**src/rtl/pipe_hazard_ctrl.sv**
```systemverilog
// Decode/execute hazard control: operand forwarding, load-use stall and
// a busy/latency sequencer for the multi-cycle multiply/divide unit.
module pipe_hazard_ctrl #(
  parameter int MDU_LAT = 4,
  parameter int CNT_W   = 3
) (
  input  logic        clock,
  input  logic        resetn,
  input  logic [4:0]  drs,
  input  logic [4:0]  drt,
  input  logic        duse_rs,
  input  logic        duse_rt,
  input  logic        dmdu,
  input  logic        dhilo,
  input  logic        ewreg,
  input  logic        em2reg,
  input  logic [4:0]  ern,
  input  logic        mwreg,
  input  logic        mm2reg,
  input  logic [4:0]  mrn,
  output logic        wpcir,
  output logic        bubble,
  output logic [1:0]  fwda,
  output logic [1:0]  fwdb,
  output logic        mdu_start,
  output logic        mdu_busy,
  output logic        mdu_done,
  output logic [31:0] stall_cnt
);

  typedef enum logic {IDLE = 1'b0, BUSY = 1'b1} state_t;

  localparam logic [CNT_W-1:0] CNT_RELOAD = CNT_W'(MDU_LAT - 1);

  state_t           state_q, state_d;
  logic [CNT_W-1:0] cnt_q, cnt_d;
  logic [31:0]      stall_cnt_q, stall_cnt_d;
  logic             lu, md, stall;

  function automatic logic [1:0] fwd_sel(input logic [4:0] src,
                                         input logic ew, input logic em,
                                         input logic [4:0] en,
                                         input logic mw, input logic mm,
                                         input logic [4:0] mn);
    logic [1:0] sel;
    sel = 2'd0;
    // EX-stage load data is not available yet, so only ALU results bypass from EX
    if (ew && (en == src) && (en != 5'd0) && !em)
      sel = 2'd1;
    else if (mw && (mn == src) && (mn != 5'd0))
      sel = mm ? 2'd3 : 2'd2;
    return sel;
  endfunction

  always_comb begin
    fwda = fwd_sel(drs, ewreg, em2reg, ern, mwreg, mm2reg, mrn);
    fwdb = fwd_sel(drt, ewreg, em2reg, ern, mwreg, mm2reg, mrn);
  end

  assign lu = ewreg && em2reg && (ern != 5'd0) &&
              ((duse_rs && (ern == drs)) || (duse_rt && (ern == drt)));

  always_comb begin
    state_d   = state_q;
    cnt_d     = cnt_q;
    mdu_start = 1'b0;
    mdu_done  = 1'b0;
    md        = 1'b0;
    case (state_q)
      IDLE: begin
        if (dmdu && !lu) begin
          mdu_start = 1'b1;
          cnt_d     = CNT_RELOAD;
          state_d   = BUSY;
        end
      end
      BUSY: begin
        if (cnt_q != '0) begin
          cnt_d = cnt_q - 1'b1;
          md    = dmdu || dhilo;
        end else begin
          // HI/LO is bypassed on the final cycle, so dependents go through now
          mdu_done = 1'b1;
          if (dmdu && !lu) begin
            mdu_start = 1'b1;
            cnt_d     = CNT_RELOAD;
          end else begin
            state_d = IDLE;
          end
        end
      end
      default: state_d = IDLE;
    endcase
  end

  assign stall    = lu || md;
  assign wpcir    = !stall;
  assign bubble   = stall;
  assign mdu_busy = (state_q == BUSY);

  always_comb begin
    stall_cnt_d = stall_cnt_q;
    if (stall && (stall_cnt_q != 32'hFFFF_FFFF))
      stall_cnt_d = stall_cnt_q + 32'd1;
  end

  assign stall_cnt = stall_cnt_q;

  always_ff @(posedge clock or negedge resetn) begin
    if (!resetn) begin
      state_q     <= IDLE;
      cnt_q       <= '0;
      stall_cnt_q <= '0;
    end else begin
      state_q     <= state_d;
      cnt_q       <= cnt_d;
      stall_cnt_q <= stall_cnt_d;
    end
  end

endmodule
```
**config.mk**
```make
export PLATFORM = sky130hd
export DESIGN_NAME = pipe_hazard_ctrl
export DESIGN_NICKNAME = d
export VERILOG_FILES = /design/src/rtl/pipe_hazard_ctrl.sv
export SDC_FILE = /design/constraint.sdc
export NUM_CORES = 1
export LEC_CHECK = 0
export CAP_MARGIN = 40
export CORE_MARGIN = 1.5
export CORE_UTILIZATION = 46
export DETAILED_ROUTE_END_ITERATION = 12
export PLACE_DENSITY = 0.81
export SKIP_CTS_REPAIR_TIMING = 1
export SLEW_MARGIN = 20
export SYNTH_ARGS = -nofsm -noshare
export SYNTH_HDL_FRONTEND = slang
export SYNTH_SLANG_ARGS = --single-unit
```
**constraint.sdc**
```tcl
create_clock -name clock -period 2.19 [get_ports clock]
set_input_delay 0.3285 -clock clock [delete_from_list [all_inputs] [get_ports clock]]
set_output_delay 0.3285 -clock clock [all_outputs]
set_load 0.03 [all_outputs]
```
# [After elaboration in Yosys (flattened, before gate mapping)]
# Cells that the tools add are included.
[word_totals] ff_bits=36
[op_classes] n_reduce_logical=26 n_addsub=2 n_bitwise=1 mux=17 n_eq_ne=5
[op_table] cell="32-bit by 1-bit adder with 32-bit output, second input constant" n=1
[op_table] cell="32-bit inequality test, second input constant" n=1
[op_table] cell="5-bit == test" n=4
[op_table] cell="1-bit logical AND" n=17
[op_table] cell="5-bit nonzero test" n=2
[op_table] cell="1-bit two-way mux" n=8
[op_table] cell="2-bit two-way mux" n=4
[op_table] cell="3-bit two-way mux" n=2
[op_table] cell="3-bit one-hot mux with 2 select lines" n=1
[op_table] cell="1-bit one-hot mux with 2 select lines" n=2
[op_table] cell="1-bit logical NOT" n=3
[op_table] cell="1-bit logical OR" n=3
[op_table] cell="3-bit nonzero test" n=1
[op_table] cell="3-bit by 1-bit subtractor with 3-bit output, second input constant" n=1
[op_table] cell="1-bit inverter" n=1

# [Logic depth before layout (Yosys ltp)]
[depth] word_depth=9 ltp_mapped=9 ltp_nobuf=8

# [Least setup slack after synthesis]
# No wires, ideal clock.
[synth_timing] path_type="input to output" from="input port drt[0]" to="output port wpcir" path_slack_ns=0.088 arrival_ns=1.774 cell_stages=6 required_ns=1.862 path_buffers=0 path_cell_list="xor2_1 > nor3_1 > nand4_1 > and2_1 > o21ai_2 > inv_1"
[synth_via] elab_chain_len=6
[synth_lines] element="start: declaration" line_no="10" source="input logic [4:0] drt,"
[synth_lines] element="5-bit == test" line_no="61" source="((duse_rs && (ern == drs)) || (duse_rt && (ern == drt)));"
[synth_lines] element="1-bit logical AND" line_no="61"
[synth_lines] element="1-bit logical OR" line_no="61"
[synth_lines] element="1-bit logical AND" line_no="60" source="assign lu = ewreg && em2reg && (ern != 5'd0) &&"
[synth_lines] element="1-bit logical OR" line_no="96" source="assign stall = lu || md;"
[synth_lines] element="via bubble" line_no="22" source="output logic bubble,"
[synth_lines] element="1-bit logical NOT" line_no="97" source="assign wpcir = !stall;"
[synth_lines] element="end: declaration" line_no="21" source="output logic wpcir,"
# The timed path passes the listed nets, and every way through them passes these cells.

# [Final worst setup path]
[layout_timing] from="input port drs[2]" to="output port bubble"
[layout_via] elab_chain_len=5
[layout_lines] element="start: declaration" line_no="9" source="input logic [4:0] drs,"
[layout_lines] element="5-bit == test" line_no="61"
[layout_lines] element="1-bit logical AND" line_no="61"
[layout_lines] element="1-bit logical OR" line_no="61"
[layout_lines] element="1-bit logical AND" line_no="60"
[layout_lines] element="1-bit logical OR" line_no="96"
[layout_lines] element="end: declaration" line_no="22"
# Every way passes these cells.

==> results.json <==
{
  "run_status": "finished, violations left",
  "failing_checks": "setup timing",
  "achievable-frequency_ghz": 0.4506,
  "final_common_cell": "clkdlybuf4s50_1",
  "io-pin-count": 71,
  "timing.max_slew.rel_slack": 0.7028,
  "gp_congestion": 1.021,
  "fraction_of_the_yosys_area_taken_by_sequential_cells": 0.4270,
  "max_rail_drop_vdd_mv": 0.6556,
  "synth-edff-count": 0,
  "num_cts_buffers": 5,
  "maxSlewViolCount": 0,
  "grt_overflow_total": 0,
  "net_total_in_the_final_layout": 350,
  "worst_r2r_startpoint": "stall_cnt[14]",
  "final_design_area_no_fill_um2": 3312,
  "htree_levels": 2,
  "clock_tree.root_cell": "clkbuf_8",
  "crit_path_capture_type": "output pin",
  "netlist_instances": 212,
  "synth-async-reset-ratio": 1.000,
  "floorplan.core_area_um2": 4384,
  "fp.dieW_um": 70.72,
  "report.final.setup_viol": 2,
  "fin_hold_ws_ns": 0.4550,
  "leakage_component_of_the_power_nw": 1.586,
  "final_layout_size_suffix_gt1_frac": 0.2107,
  "grt_pass1_vias": 1863,
  "core.rowCount": 24,
  "hold_path_class": "input pin to asynchronous set/reset pin",
  "syn_to_final_growth_pct": 57.00,
  "die-height_um": 70.72,
  "timing.final.ws_setup_ns": -0.02950,
  "worstSkewPairLatency_ns": 0.28,
  "final-seq-area_um2": 900.9,
  "count_of_routing_violations_after_the_opening_detailed_route_iteration": 105,
  "yosys_warnings": 0,
  "fin_total_pwr_mw": 2.540,
  "synth_cell_type_count": 38,
  "routed-via-count": 2037,
  "cellPowerDensity_nw_per_um2": 767.0,
  "mappedNetlistArea_um2": 2110,
  "avgRoutedWirePerCell_um": 15.96,
  "period_minus_slack_ns": 2.219,
  "worst_setup_path_startpoint": "drs[2]",
  "clock_skew_ns": 0.005464,
  "detailed_place_hpwl_um": 4243,
  "detailed_place.area_um2": 3062,
  "finalCritPeriodShare": 1.013,
  "mostFrequentLayoutCells": "47 x clkdlybuf4s50_1, 36 x dfrtp_1, 35 x buf_4, 29 x xnor2_1",
  "route.detailed.drc": 0,
  "critical_path.startpoint_type": "input pin",
  "grt_start_max_net_pins": 37,
  "dp_slack_ns": -0.5915,
  "r2r_cells": 8,
  "final_instance_count_excl_fillers": 370,
  "track_usage": 0.2212,
  "first_drt_pass_iteration_count": 4,
  "dpl.cell_count": 359,
  "synth_ff_type": "dfrtp_1",
  "port_buffers": 70,
  "initial_utilization": 0.4812,
  "clk_path_buf_depth": 2,
  "area_used_by_multi_input_combinational_logic_um2": 1256,
  "cts.reportedPaths.clkPinSlew_ns": 0.07,
  "n_fill_cell": 313,
  "clock_sink_count": 36,
  "route.antenna.remaining_nets": 0,
  "antennaDiodeCount": 0,
  "via_per_inst": 5.505,
  "critical_path.max_fanout": 4,
  "syn-num-nets": 245,
  "timing.final.hold_violations": 0,
  "postSynthAreaPerCell_um2": 9.951,
  "antenna_found_initial": 0,
  "criticalPathCategory": "input pin to output pin",
  "tightest_slew_ns": 0.4444,
  "tritoncts_clock_tree": "yes",
  "fp.dieArea_um2": 5001,
  "wl_um": 5904,
  "cp_arrival_ns": 1.89,
  "timing.critical_path.required_ns": 1.86,
  "cap_viol_max_count": 0,
  "global_route_wire_length_before_repair_um": 8845,
  "synth-seq-cells": 36
}
==> registers in the layout, indices dropped and copies added (netlist names) <==
register   cells
stall_cnt     32
cnt_q          3
mdu_busy       1
==> critical path: stages <==
cell,delay [ns]
clkdlybuf4s50_1,0.50
xnor2_2,0.25
nand4_1,0.18
and2_4,0.21
o21ai_4,0.14
buf_6,0.13
buf_4,0.15
==> per-stage QoR <==
| stage | util | setup TNS (ns) |
|---|---|---|
| after floorplan | - | 0 |
| after global placement | 0.6983 | -7.873 |
| after detailed placement | 0.6983 | -10.55 |
| after CTS | 0.7189 | -2.813 |
| after global routing | 0.7554 | -0.4716 |
| final | 0.7554 | -0.04048 |
==> Yosys cell counts, types with 3 or more instances <==
master / count / area, µm²
nor3_1: 11 / 55.05
xor2_1: 19 / 166.4
ha_1: 3 / 37.54
xnor2_1: 32 / 280.3
dfrtp_1: 36 / 900.9
nand2_1: 14 / 52.55
inv_1: 7 / 26.28
nor2_1: 7 / 26.28
and3_1: 5 / 31.28
nand3_1: 18 / 90.09
and2_1: 3 / 18.77
nand4_1: 16 / 100.1
nor4_1: 5 / 31.28
o21ai_0: 5 / 25.02
==> area by class of cell <==
type | instances | share of cell area
multi-input combinational | 165 | 0.3793
timing repair buffer | 101 | 0.2928
sequential | 36 | 0.2720
clock buffer | 8 | 0.02720
tap | 52 | 0.01964
inverter | 8 | 0.009067
==> cells by family after synthesis <==
family          count (synthesis)  synth area share
xor+xnor                       51            0.2117
buf+inv                        11           0.02669
compound gates                 17           0.05693
flops                          36            0.4270
simple gates                   94            0.2598
fa+ha+maj                       3           0.01780
==> worst paths after layout <==
path                            endpoint  slack [ns]
max                               bubble       -0.03
min                             cnt_q[0]        0.46
max reg2reg                stall_cnt[15]        0.16
min reg2reg                stall_cnt[12]        0.48
max in group asynchronous  stall_cnt[21]        1.42
min in group clock         stall_cnt[12]        0.48
==> metal layers <==
| layer | global-route usage | part of all wire | vias up |
|---|---|---|---|
| met2 | 0.3572 | 0.48 | 91 |
| met5 | 0 | 0 | - |
| met3 | 0.04131 | 0.062 | 18 |
| met1 | 0.3034 | 0.43 | 970 |
| li1 | - | - | 958 |
| met4 | 0.06918 | 0.031 | 0 |
==> report_power, final <==
part           switching, mW  leakage [nW]  internal (mW)
Combinational          0.640          1.08          0.544
Clock                  0.228        0.0455          0.257
Sequential             0.109         0.465          0.762
Power figures use the tool's default switching activity.
